$ cat config.mk
export PLATFORM = sky130hd
export DESIGN_NAME = line_window_assembler_flat
export DESIGN_NICKNAME = d
export VERILOG_FILES = /design/src/rtl/line_window_assembler_if.sv /design/src/rtl/line_window_assembler.sv /design/src/flat_wrapper.sv
export SDC_FILE = /design/constraint.sdc
export NUM_CORES = 1
export LEC_CHECK = 0
export CAP_MARGIN = 20
export CORE_MARGIN = 2
export CORE_UTILIZATION = 57
export CTS_CLUSTER_DIAMETER = 60
export DETAILED_ROUTE_END_ITERATION = 16
export PLACE_DENSITY = 0.89
export SETUP_SLACK_MARGIN = 0.4
export SLEW_MARGIN = 20
export SYNTH_ARGS = -nofsm -noshare
export SYNTH_HDL_FRONTEND = slang
export SYNTH_SLANG_ARGS = --single-unit
$ cat constraint.sdc
create_clock -name clk -period 10.1 [get_ports clk]
set_input_delay 1.515 -clock clk [delete_from_list [all_inputs] [get_ports clk]]
set_output_delay 1.515 -clock clk [all_outputs]
set_load 0.005 [all_outputs]
$ cat src/rtl/line_window_assembler_if.sv
// Column-in / window-out handshake bundle for line_window_assembler.
// slave: block side (consumes columns, produces windows); master: peer side.
interface line_window_assembler_if #(
  parameter int DATA_WIDTH   = 8,
  parameter int KERNEL_WIDTH = 3,
  parameter int XW           = 10,
  parameter int YW           = 9
);
  localparam int CW = KERNEL_WIDTH * DATA_WIDTH;
  localparam int WW = KERNEL_WIDTH * CW;

  logic [CW-1:0] col_data;
  logic          col_valid;
  logic          col_ready;
  logic [WW-1:0] win_data;
  logic          win_valid;
  logic          win_ready;
  logic [XW-1:0] win_x;
  logic [YW-1:0] win_y;
  logic          frame_done;
`ifdef LINE_WINDOW_PASS_BORDER_EN
  logic          win_border;

  modport slave (
    input  col_data, col_valid, win_ready,
    output col_ready, win_data, win_valid,
    output win_x, win_y, frame_done,
    output win_border
  );

  modport master (
    output col_data, col_valid, win_ready,
    input  col_ready, win_data, win_valid,
    input  win_x, win_y, frame_done,
    input  win_border
  );
`else
  modport slave (
    input  col_data, col_valid, win_ready,
    output col_ready, win_data, win_valid,
    output win_x, win_y, frame_done
  );

  modport master (
    output col_data, col_valid, win_ready,
    input  col_ready, win_data, win_valid,
    input  win_x, win_y, frame_done
  );
`endif
endinterface

$ cat src/rtl/line_window_assembler.sv
// Builds KxK pixel windows from line-buffer columns, drops left-border
// windows and emits each legal window with its top-left coordinates.
// Ports: clk, rst (async, active-high), bus (slave modport):
//   col_data/col_valid/col_ready in, win_data/win_valid/win_ready out,
//   win_x, win_y, frame_done (+ win_border).
// Option: LINE_WINDOW_PASS_BORDER_EN emits border windows, flagged.
module line_window_assembler #(
  parameter int DATA_WIDTH   = 8,
  parameter int KERNEL_WIDTH = 3,
  parameter int IMG_WIDTH    = 854,
  parameter int IMG_HEIGHT   = 480,
  parameter int XW           = $clog2(IMG_WIDTH),
  parameter int YW           = $clog2(IMG_HEIGHT)
) (
  input logic                 clk,
  input logic                 rst,
  line_window_assembler_if.slave bus
);
  localparam int K  = KERNEL_WIDTH;
  localparam int DW = DATA_WIDTH;
  localparam int WW = K * K * DW;

  localparam logic [XW-1:0] X_LAST  = XW'(IMG_WIDTH - 1);
  localparam logic [XW-1:0] X_LEGAL = XW'(K - 1);
  localparam logic [XW-1:0] X_ARM   = XW'(K - 2);
  localparam logic [YW-1:0] Y_LAST  = YW'(IMG_HEIGHT - 1);
  localparam logic [YW-1:0] Y_TOP   = YW'(K - 1);

  typedef enum logic [1:0] {
    S_FILL,
    S_RUN,
    S_FLUSH
  } state_t;

  state_t state;
  state_t state_nxt;

  logic [XW-1:0] x;
  logic [YW-1:0] y;
  logic [DW-1:0] win_q [K][K];
  logic [WW-1:0] win_nxt;

  logic [WW-1:0] wd;
  logic          wv;
  logic [XW-1:0] wx;
  logic [YW-1:0] wy;
  logic          done;

  logic col_ready;
  logic accept;
  logic drain;
  logic load;
  logic x_legal;
  logic x_last;
  logic y_last;

  assign x_legal   = (x >= X_LEGAL);
  assign x_last    = (x == X_LAST);
  assign y_last    = (y == Y_LAST);
  assign col_ready = (state != S_FLUSH)
                  && (!wv || bus.win_ready);
  assign accept    = bus.col_valid && col_ready;
  assign drain     = wv && bus.win_ready;

`ifdef LINE_WINDOW_PASS_BORDER_EN
  logic wb;
  assign load           = accept;
  assign bus.win_border = wb;
`else
  assign load = accept && x_legal;
`endif

  assign bus.col_ready  = col_ready;
  assign bus.win_data   = wd;
  assign bus.win_valid  = wv;
  assign bus.win_x      = wx;
  assign bus.win_y      = wy;
  assign bus.frame_done = done;

  // Window as it will look after the current column shifts in.
  for (genvar r = 0; r < K; r++) begin : g_row
    for (genvar c = 0; c < K; c++) begin : g_col
      localparam int B = ((r * K) + c) * DW;
      if (c < K - 1) begin : g_old
        assign win_nxt[B +: DW] = win_q[r][c+1];
      end else begin : g_new
        assign win_nxt[B +: DW] =
          bus.col_data[r*DW +: DW];
      end
    end
  end

  always_comb begin
    state_nxt = state;
    unique case (state)
      S_FILL: begin
        if (accept && x == X_ARM)
          state_nxt = S_RUN;
      end
      S_RUN: begin
        if (accept && x_last)
          state_nxt = y_last ? S_FLUSH : S_FILL;
      end
      S_FLUSH: begin
        if (drain)
          state_nxt = S_FILL;
      end
      default: state_nxt = S_FILL;
    endcase
  end

  always_ff @(posedge clk or posedge rst) begin
    if (rst) state <= S_FILL;
    else     state <= state_nxt;
  end

  always_ff @(posedge clk or posedge rst) begin
    if (rst) begin
      x <= '0;
      y <= Y_TOP;
    end else if (state == S_FLUSH && drain) begin
      x <= '0;
      y <= Y_TOP;
    end else if (accept) begin
      if (x_last) begin
        x <= '0;
        if (!y_last) y <= y + 1'b1;
      end else begin
        x <= x + 1'b1;
      end
    end
  end

  always_ff @(posedge clk or posedge rst) begin
    if (rst) begin
      for (int r = 0; r < K; r++)
        for (int c = 0; c < K; c++)
          win_q[r][c] <= '0;
    end else if (accept) begin
      for (int r = 0; r < K; r++)
        for (int c = 0; c < K; c++)
          win_q[r][c] <= win_nxt[((r*K)+c)*DW +: DW];
    end
  end

  always_ff @(posedge clk or posedge rst) begin
    if (rst) begin
      wv <= 1'b0;
      wd <= '0;
      wx <= '0;
      wy <= '0;
`ifdef LINE_WINDOW_PASS_BORDER_EN
      wb <= 1'b0;
`endif
    end else if (load) begin
      wv <= 1'b1;
      wd <= win_nxt;
      wy <= y - Y_TOP;
`ifdef LINE_WINDOW_PASS_BORDER_EN
      wb <= !x_legal;
      wx <= x_legal ? (x - X_LEGAL) : '0;
`else
      wx <= x - X_LEGAL;
`endif
    end else if (drain) begin
      wv <= 1'b0;
    end
  end

  // Final window drains only in S_FLUSH, so no accept can coincide.
  always_ff @(posedge clk or posedge rst) begin
    if (rst) done <= 1'b0;
    else     done <= (state == S_FLUSH) && drain;
  end
endmodule
$ cat src/flat_wrapper.sv
// flat-port wrapper written by rule: the top's interface ports become plain ports
module line_window_assembler_flat 
#(
  parameter int DATA_WIDTH   = 8,
  parameter int KERNEL_WIDTH = 3,
  parameter int IMG_WIDTH    = 854,
  parameter int IMG_HEIGHT   = 480,
  parameter int XW           = $clog2(IMG_WIDTH),
  parameter int YW           = $clog2(IMG_HEIGHT)
)
  (clk, rst, bus_col_data, bus_col_valid, bus_win_ready, bus_col_ready, bus_win_data, bus_win_valid, bus_win_x, bus_win_y, bus_frame_done);
  line_window_assembler_if #(.DATA_WIDTH(DATA_WIDTH), .KERNEL_WIDTH(KERNEL_WIDTH), .XW(XW), .YW(YW)) bus_i ();
  input logic clk;
  input logic rst;
  input wire logic [$bits(bus_i.col_data)-1:0] bus_col_data;
  input wire logic [$bits(bus_i.col_valid)-1:0] bus_col_valid;
  input wire logic [$bits(bus_i.win_ready)-1:0] bus_win_ready;
  output wire logic [$bits(bus_i.col_ready)-1:0] bus_col_ready;
  output wire logic [$bits(bus_i.win_data)-1:0] bus_win_data;
  output wire logic [$bits(bus_i.win_valid)-1:0] bus_win_valid;
  output wire logic [$bits(bus_i.win_x)-1:0] bus_win_x;
  output wire logic [$bits(bus_i.win_y)-1:0] bus_win_y;
  output wire logic [$bits(bus_i.frame_done)-1:0] bus_frame_done;
  assign bus_i.col_data = bus_col_data;
  assign bus_i.col_valid = bus_col_valid;
  assign bus_i.win_ready = bus_win_ready;
  assign bus_col_ready = bus_i.col_ready;
  assign bus_win_data = bus_i.win_data;
  assign bus_win_valid = bus_i.win_valid;
  assign bus_win_x = bus_i.win_x;
  assign bus_win_y = bus_i.win_y;
  assign bus_frame_done = bus_i.frame_done;
  line_window_assembler #(.DATA_WIDTH(DATA_WIDTH), .KERNEL_WIDTH(KERNEL_WIDTH), .IMG_WIDTH(IMG_WIDTH), .IMG_HEIGHT(IMG_HEIGHT), .XW(XW), .YW(YW)) u_core (.clk(clk), .rst(rst), .bus(bus_i));
endmodule
## Word-level counts from Yosys, hierarchy flattened

Index checks and enable logic that the tools add are counted.

- Register bits after elaboration: 162
- Word-level logic and storage cells: 58
- Bits of input ports: 28

- Eq/ne operators: 10
- Muxes and demuxes: 14
- Add/sub/neg operators: 4
- Order comparisons: 1
- Reductions and logical operators: 15

Operator list:

| operator | count |
|---|---|
| 9-bit two-way mux | 4 |
| 10-bit two-way mux | 3 |
| 10-bit by 1-bit adder with 10-bit output (second input constant) | 1 |
| 10-bit by 1-bit equality test with 1-bit output (second input constant) | 1 |
| 10-bit equality test (second input constant) | 1 |
| 10-bit by 2-bit >= comparator with 1-bit output (second input constant) | 1 |
| 10-bit by 2-bit subtractor with 10-bit output (second input constant) | 1 |
| 9-bit by 1-bit adder with 9-bit output (second input constant) | 1 |
| 9-bit equality test (second input constant) | 1 |
| 9-bit by 2-bit subtractor with 9-bit output (second input constant) | 1 |
| 2-bit two-way mux | 4 |
| 1-bit logical AND | 7 |
| 2-bit by 1-bit != test with 1-bit output (second input constant) | 3 |
| 2-bit one-hot mux with 3 select lines | 1 |
| 3-bit AND reduction | 2 |
| 2-bit nonzero test | 3 |
| 2-bit != test (second input constant) | 2 |
| 2-bit by 1-bit equality test with 1-bit output (second input constant) | 1 |
| 2-bit equality test (second input constant) | 1 |
| 2-bit zero test | 1 |
| 1-bit two-way mux | 2 |
| 1-bit zero test | 1 |
| 1-bit logical OR | 1 |

## Longest topological paths before layout

Gate-level depths: netlist of run 1.

- Depth after elaboration: 7
- Gate-level depth with buffers: 7
- Mapped depth without buffers: 6

## Least setup slack after synthesis of run 1

Ideal clock, no wire load.

- Kind: in2out
- From: in bus_win_ready
- To: out bus_col_ready
- Slack: 6719 ps
- Data arrival time: 1866 ps
- Path buffers: 0
- Stages: 2
- Cell sequence: nand2b_1 and2_1

- Cells in the longest elaborated chain, start to end: 2

Ends and longest elaborated chain:

| what | line | RTL |
|---|---|---|
| start, declared | flat_wrapper.sv:17 | `input wire logic [$bits(bus_i.win_ready)-1:0] bus_win_ready;` |
| 1-bit logical OR | line_window_assembler.sv:61 | `&& (!wv \|\| bus.win_ready);` |
| 1-bit logical AND | line_window_assembler.sv:61 |  |
| end, declared | flat_wrapper.sv:18 | `output wire logic [$bits(bus_i.col_ready)-1:0] bus_col_ready;` |

No other way between the ends.

## Worst setup path in the final report of run 1

Same ends and word-level chain as after synthesis.

==> results of run 1 <==
==> worst paths after layout <==
kind                                         start                       to  slack (ns)  cells past startpoint
worst max-delay path                 bus_win_ready            bus_col_ready        5.69                      4
worst min-delay path            u_core.win_nxt[49]       u_core.win_nxt[49]        0.48                      2
worst max register to register         u_core.x[4]   u_core.bus.win_data[0]        6.13                      6
worst min register to register  u_core.win_nxt[49]       u_core.win_nxt[49]        0.48                      2
max in group asynchronous                      rst  u_core.bus.win_data[24]        7.07                      3
min in group asynchronous                      rst   u_core.bus.win_data[8]        1.63                      2
==> cell usage in the layout, fill, tap and decap left out, types with 8 or more instances in the layout <==
cell type and n:
nand3_1 8, nand2_1 167, mux2i_1 10, clkdlybuf4s50_1 121
clkbuf_16 17, dfrtp_1 161, ha_1 8, mux2_4 80
inv_1 10, xor2_1 9, nand2b_1 11, mux2_2 8
==> power by group <==
part	internal (uW)	switching (uW)	leakage [uW]
logic	644	354	0.00216
registers	884	174	0.00198
clock network	389	252	0.000285
==> layout make-up <==
class / instances / share of cell area (%)
Multi-Input combinational cell: 381 / 31.7
Tap cell: 172 / 2.39
Inverter: 11 / 0.514
Timing Repair Buffer: 125 / 13.9
Clock inverter: 8 / 1.14
Clock buffer: 23 / 5.41
Sequential cell: 162 / 45.0
==> layer usage <==
metal	vias to the layer above	wire length [um]
li1	2193	-
met1	2391	6430
met2	162	7580
met3	30	931
met4	0	346
met5	-	0
==> flip-flops by register name (all words and copies together), names as in the netlist <==
signal and flops:
u_core.bus.win_data 72, u_core.bus.win_valid 1, u_core.state 2, u_core.bus.frame_done 1
u_core.win_nxt 48, u_core.y 9, u_core.bus.win_x 10, u_core.bus.win_y 9
u_core.x 10
==> logic make-up (layout without fill, tap and decap cells) <==
group / count (synthesis) / after routing / share of synthesized area, %
AOI/OAI and AO/OA: 28 / 28 / 2.57
xor gates and xnor gates: 13 / 13 / 1.58
adders and majority gates: 8 / 8 / 1.39
buffers and inverters: 40 / 167 / 4.27
DFF: 162 / 162 / 56.3
muxes: 98 / 98 / 19.3
and+or+nand+nor: 234 / 234 / 14.6
==> cells in the mapped netlist (2+ instances only) <==
library cell,n
clkbuf_1,14
and2_1,3
nand2_1,167
and3_1,7
buf_1,4
or4_1,4
mux2_2,8
o21ai_0,7
nor3_1,3
nand4_1,6
buf_12,9
and4b_1,2
mux2i_1,10
a21oi_1,7
inv_1,11
xnor2_1,4
nand3_1,9
nor3b_1,2
o31ai_1,4
or3_1,4
dfrtp_1,161
xor2_1,9
ha_1,8
a31oi_1,2
nand2b_1,11
nor2_1,7
mux2_4,80
==> worst reg2reg max path, stage by stage (launching register included) <==
cell and delay [ns]:
dfrtp_1 0.51, or4_4 0.60, or3_4 0.37, o31ai_4 0.49
buf_4 0.62, buf_4 0.82, mux2_2 0.45
==> stage by stage <==
stage / cell area [um^2] / total power, uW / utilization [%] / setup WS [ns] / std cells
detailed placement: 8400 / 2060 / 67.4 / 4.95 / 850
floorplan: 7210 / 1650 / - / 4.21 / 583
global placement: 8400 / 2000 / 67.4 / 5.08 / 850
finish: 9010 / 2700 / 72.3 / 5.69 / 882
CTS: 8990 / 2710 / 72.1 / 5.41 / 881
global route: 9010 / 2840 / 72.3 / 5.53 / 882
==> results.py, run 1 <==
metrics = {
    "worst_setup_path": {
        "crit_family": "buffers and inverters",
        "path_class": "in -> out",
        "path_cells": "clkdlybuf4s50_1 -> nand2b_1 -> and2_1 -> clkdlybuf4s50_1",
        "path_max_fanout": 7,
        "worstPathArrival_ns": 2.89,
        "crit_path_start_kind": "primary input",
        "cp-end-kind": "output pin",
        "required_ns": 8.59,
        "crit_path_top_delay_cell": "clkdlybuf4s50_1",
        "critPathMostFrequentCell": "clkdlybuf4s50_1",
        "worst-path-buf-inv": 2,
        "slowest_delay_ns": 0.49,
    },
    "global_routing": {
        "met1_usage_pct": 30.2,
        "use_met3_pct": 6.23,
        "grtUsageMet2_pct": 38.7,
        "busiest_layer": "met2",
        "track_usage_pct": 23.7,
        "grt_overflow": 0,
        "grt_pass1_vias": 4794,
        "grt_start_max_net_pins": 92,
        "antenna_found_initial": 0,
        "grt_pass1_wl_mm": 24.4,
    },
    "place": {
        "io_buffers": 121,
        "dp_hpwl_mm": 10.0,
        "routabilityCongestion": 0.837,
    },
    "die": {
        "die_y_um": 116,
        "io_pins": 122,
        "die_width_um": 116,
        "coreArea_um2": 12500,
        "initial_core_util_pct": 57.8,
        "dieArea_um2": 13600,
        "fp-row-count": 41,
    },
    "clock_network": {
        "postCtsHoldBufs": 0,
        "cts_resized": 0,
        "clkTransAtPathRegs_ns": 0.06,
        "cts_buffer_depth": 2,
        "cts_setup_buffers": 0,
        "clock-sinks": 162,
        "clock_latency_ns": 0.43,
        "cts-root-buf": "clkbuf_16",
        "cts_max_level": 4,
        "cts_tree": "built",
        "cts_buffers": 17,
    },
    "drt": {
        "vias": 4776,
        "post_drt_via_cell_ratio": 5.41,
        "postRouteAntennaNets": 0,
        "routed_wirelength_mm": 15.3,
        "wire_per_inst_um": 17.3,
        "drt_iter0_markers": 330,
        "drtPass1Iterations": 5,
        "drc_errors": 0,
    },
    "final_layout": {
        "nFillCells": 800,
        "syn2layout_area_growth_pct": 25.1,
        "layout-drive-gt1-share_pct": 18.3,
        "seqCellArea_um2": 4060,
        "num_antenna_cells": 0,
        "multiInputGateArea_um2": 2850,
        "nets": 734,
    },
    "yosys": {
        "ys_warn_count": 0,
        "syn_avg_cell_area_um2": 12.4,
        "async_reset_ff_share_pct": 100,
        "syn_nets": 619,
        "synth.area.top_cells": "dfrtp_1 (56%), mux2_4 (17%), nand2_1 (8.7%)",
        "syn_inst": 583,
        "synth_edf_count": 0,
        "synth_top_area_share_pct": 55.9,
        "ys.flop_type": "dfrtp_1",
        "yosysTopAreaCell": "dfrtp_1",
        "synth_area_um2": 7210,
        "synth_sequential_area_ratio_pct": 56.3,
        "ys_types": 47,
        "synth_seq_cells": 162,
    },
    "timing": {
        "period_share_pct": 43.7,
        "fin_skew_ns": 0.00806,
        "drv_slew": 0,
        "holdWs_ns": 0.476,
        "worstMarginPinSlew_ns": 0.883,
        "hold_viol": 0,
        "fmax_mhz": 227,
        "slew_headroom_pct": 41.1,
        "rsz0062_at_grt": "false",
        "setup_viol": 0,
        "finalSetupTns_ns": 0,
        "min_period_ns": 4.41,
    },
    "power_and_ir_drop": {
        "leakage_uw": 0.00443,
        "power_density_nw_per_um2": 299,
        "irDropWorstVdd_mv": 0.142,
    },
    "min_path": {
        "min_path_type": "reg -> reg",
    },
    "flow_run": {
        "cap_violations": 0,
    },
    "outcome": {
        "status": "completed",
    },
}
(Power assumes the default switching activity.)
==> run 2, diff against run 1 <==
--- a/config.mk
+++ b/config.mk
@@ -7,10 +7,10 @@
 export LEC_CHECK = 0
 export CAP_MARGIN = 20
 export CORE_MARGIN = 2
-export CORE_UTILIZATION = 57
+export CORE_UTILIZATION = 48
 export CTS_CLUSTER_DIAMETER = 60
 export DETAILED_ROUTE_END_ITERATION = 16
-export PLACE_DENSITY = 0.89
+export PLACE_DENSITY = 0.8
 export SETUP_SLACK_MARGIN = 0.4
 export SLEW_MARGIN = 20
 export SYNTH_ARGS = -nofsm -noshare
==> constraint.sdc (replaced) <==
create_clock -name clk -period 4 [get_ports clk]
set_input_delay 0.6 -clock clk [delete_from_list [all_inputs] [get_ports clk]]
set_output_delay 0.6 -clock clk [all_outputs]
set_load 0.005 [all_outputs]
==> run 2 against run 1 <==
Effect of this change: design area rose by 0.56%; sequential share of layout area shrank 0.25 points; clock-buffer cell count did not move; first-iteration DRC count is 19% lower; critical path type is now reg -> reg; critical endpoint is now u_core.bus.win_y[6]; largest power group unchanged.
==> results.py, run 2 (same netlist as run 1, synthesis figures left out) <==
metrics = {
    "outcome": {
        "status": "completed",
    },
    "worst_setup_path": {
        "reg2regPathDepth": 5,
        "cp-end-kind": "flop",
        "path_class": "reg -> reg",
        "r2r_slack_ns": 1.11,
        "worstReg2RegEnd": "u_core.bus.win_y[6]",
        "r2r_start": "u_core.x[4]",
        "crit_path_start_kind": "flop",
        "required_ns": 4.30,
        "path_max_fanout": 92,
        "worstPathArrival_ns": 3.19,
    },
    "power_and_ir_drop": {
        "comb_power_share_pct": 36.7,
        "p_clk_share_pct": 23.9,
        "power_density_nw_per_um2": 751,
        "totalPowerFinal_uw": 6810,
        "leakage_uw": 0.00445,
        "irDropWorstVdd_mv": 0.377,
        "p_sw_share_pct": 28.6,
        "p_int_uw": 4860,
        "netSwitchingPower_uw": 1950,
        "seqPwrFrac_pct": 39.4,
    },
    "timing": {
        "fin_skew_ns": 0.0143,
        "slew_headroom_pct": 36.8,
        "hold_viol": 0,
        "fmax_mhz": 345,
        "setup_viol": 0,
        "rsz0062_at_grt": "false",
        "drv_slew": 0,
        "worstMarginPinSlew_ns": 0.946,
        "min_period_ns": 2.89,
        "holdWs_ns": 0.479,
        "finalSetupTns_ns": 0,
        "layout_setup_ws_ns": 1.11,
        "period_share_pct": 72.4,
    },
    "clock_network": {
        "cts_setup_buffers": 0,
        "cts_tree": "built",
        "cts_max_level": 4,
        "cts_buffer_depth": 2,
        "clock-sinks": 162,
        "cts_buffers": 17,
        "clkTransAtPathRegs_ns": 0.06,
        "cts-root-buf": "clkbuf_16",
        "clock_latency_ns": 0.42,
        "cts_resized": 0,
        "postCtsHoldBufs": 0,
    },
    "global_routing": {
        "grt_pass1_wl_mm": 24.8,
        "grt_overflow": 0,
        "grt_start_max_net_pins": 93,
        "grt_pass1_vias": 4816,
        "track_usage_pct": 19.5,
        "antenna_found_initial": 0,
    },
    "min_path": {
        "whs_endpoint": "u_core.win_nxt[6]",
        "min_path_type": "reg -> reg",
        "hold_depth": 2,
        "hp-start": "u_core.win_nxt[6]",
    },
    "die": {
        "die_y_um": 127,
        "coreArea_um2": 14600,
        "io_pins": 122,
        "dieArea_um2": 16000,
        "fp-row-count": 44,
        "initial_core_util_pct": 49.4,
        "die_width_um": 127,
    },
    "final_layout": {
        "layout_commonest_cell": "nand2_1",
        "layout_common_cells": "nand2_1 (167), dfrtp_1 (161), clkdlybuf4s50_1 (121)",
        "layout-drive-gt1-share_pct": 18.6,
        "num_antenna_cells": 0,
        "largest_reg_flops": 72,
        "syn2layout_area_growth_pct": 25.8,
        "nets": 735,
        "fin_cells": 895,
    },
    "drt": {
        "drtPass1Iterations": 7,
        "vias": 4667,
        "drc_errors": 0,
        "drt_iter0_markers": 267,
        "wire_per_inst_um": 16.8,
        "post_drt_via_cell_ratio": 5.21,
        "routed_wirelength_mm": 15.1,
        "postRouteAntennaNets": 0,
    },
    "place": {
        "dp.cells": 864,
        "io_buffers": 121,
        "preCtsSetupSlack_ns": 1.16,
        "routabilityCongestion": 0.907,
        "dp_hpwl_mm": 9.85,
    },
    "flow_run": {
        "cap_violations": 0,
    },
}
-- run 2: how the worst max path moves through the flow --
stage	from	to	slack [ns]	cells after the start
detailed placement	bus_win_ready	u_core.x[2]	1.16	5
global placement	bus_win_ready	u_core.x[2]	1.23	5
floorplan	rst	u_core.bus.frame_done	1.34	1
CTS	u_core.x[4]	u_core.bus.win_y[6]	1.16	5
global route	u_core.x[4]	u_core.bus.win_data[0]	1.06	5
finish	u_core.x[4]	u_core.bus.win_y[6]	1.11	5
-- run 2: power groups by stage --
stage               clock network, uW  logic, uW  registers [uW]
floorplan                           0       1560            2600
global placement                    0       2450            2650
detailed placement                  0       2510            2690
CTS                              1660       2530            2680
global route                     1730       2670            2760
finish                           1630       2500            2680
-- run 2: per-stage QoR --
step	utilization (%)	cell area, um^2
after floorplan	-	7210
after global placement	58.0	8470
after detailed placement	58.0	8470
after CTS	62.1	9060
after global routing	62.1	9060
final	62.1	9060
-- run 2: area by class of cell --
type	instances	area, um^2
multi-input cells	381	2850
fillers	1088	5520
repair buffers	126	1290
clock inverters	8	100
clock buffers	23	498
flip-flops and latches	162	4060
well taps	184	230
inverters	11	45.0
-- run 2: layer usage --
metal,wire (um),GRT usage [%],vias up
li1,-,-,2183
met1,6800,25.8,2339
met2,7330,31.7,127
met3,737,4.85,18
met4,210,6.21,0
met5,0,0,-
-- run 2: worst max-delay path, stage by stage (launching register included) --
cell,delay [ns]
dfrtp_1,0.51
or4_4,0.59
or3_4,0.36
o31ai_4,0.26
buf_12,0.52
mux2_2,0.41
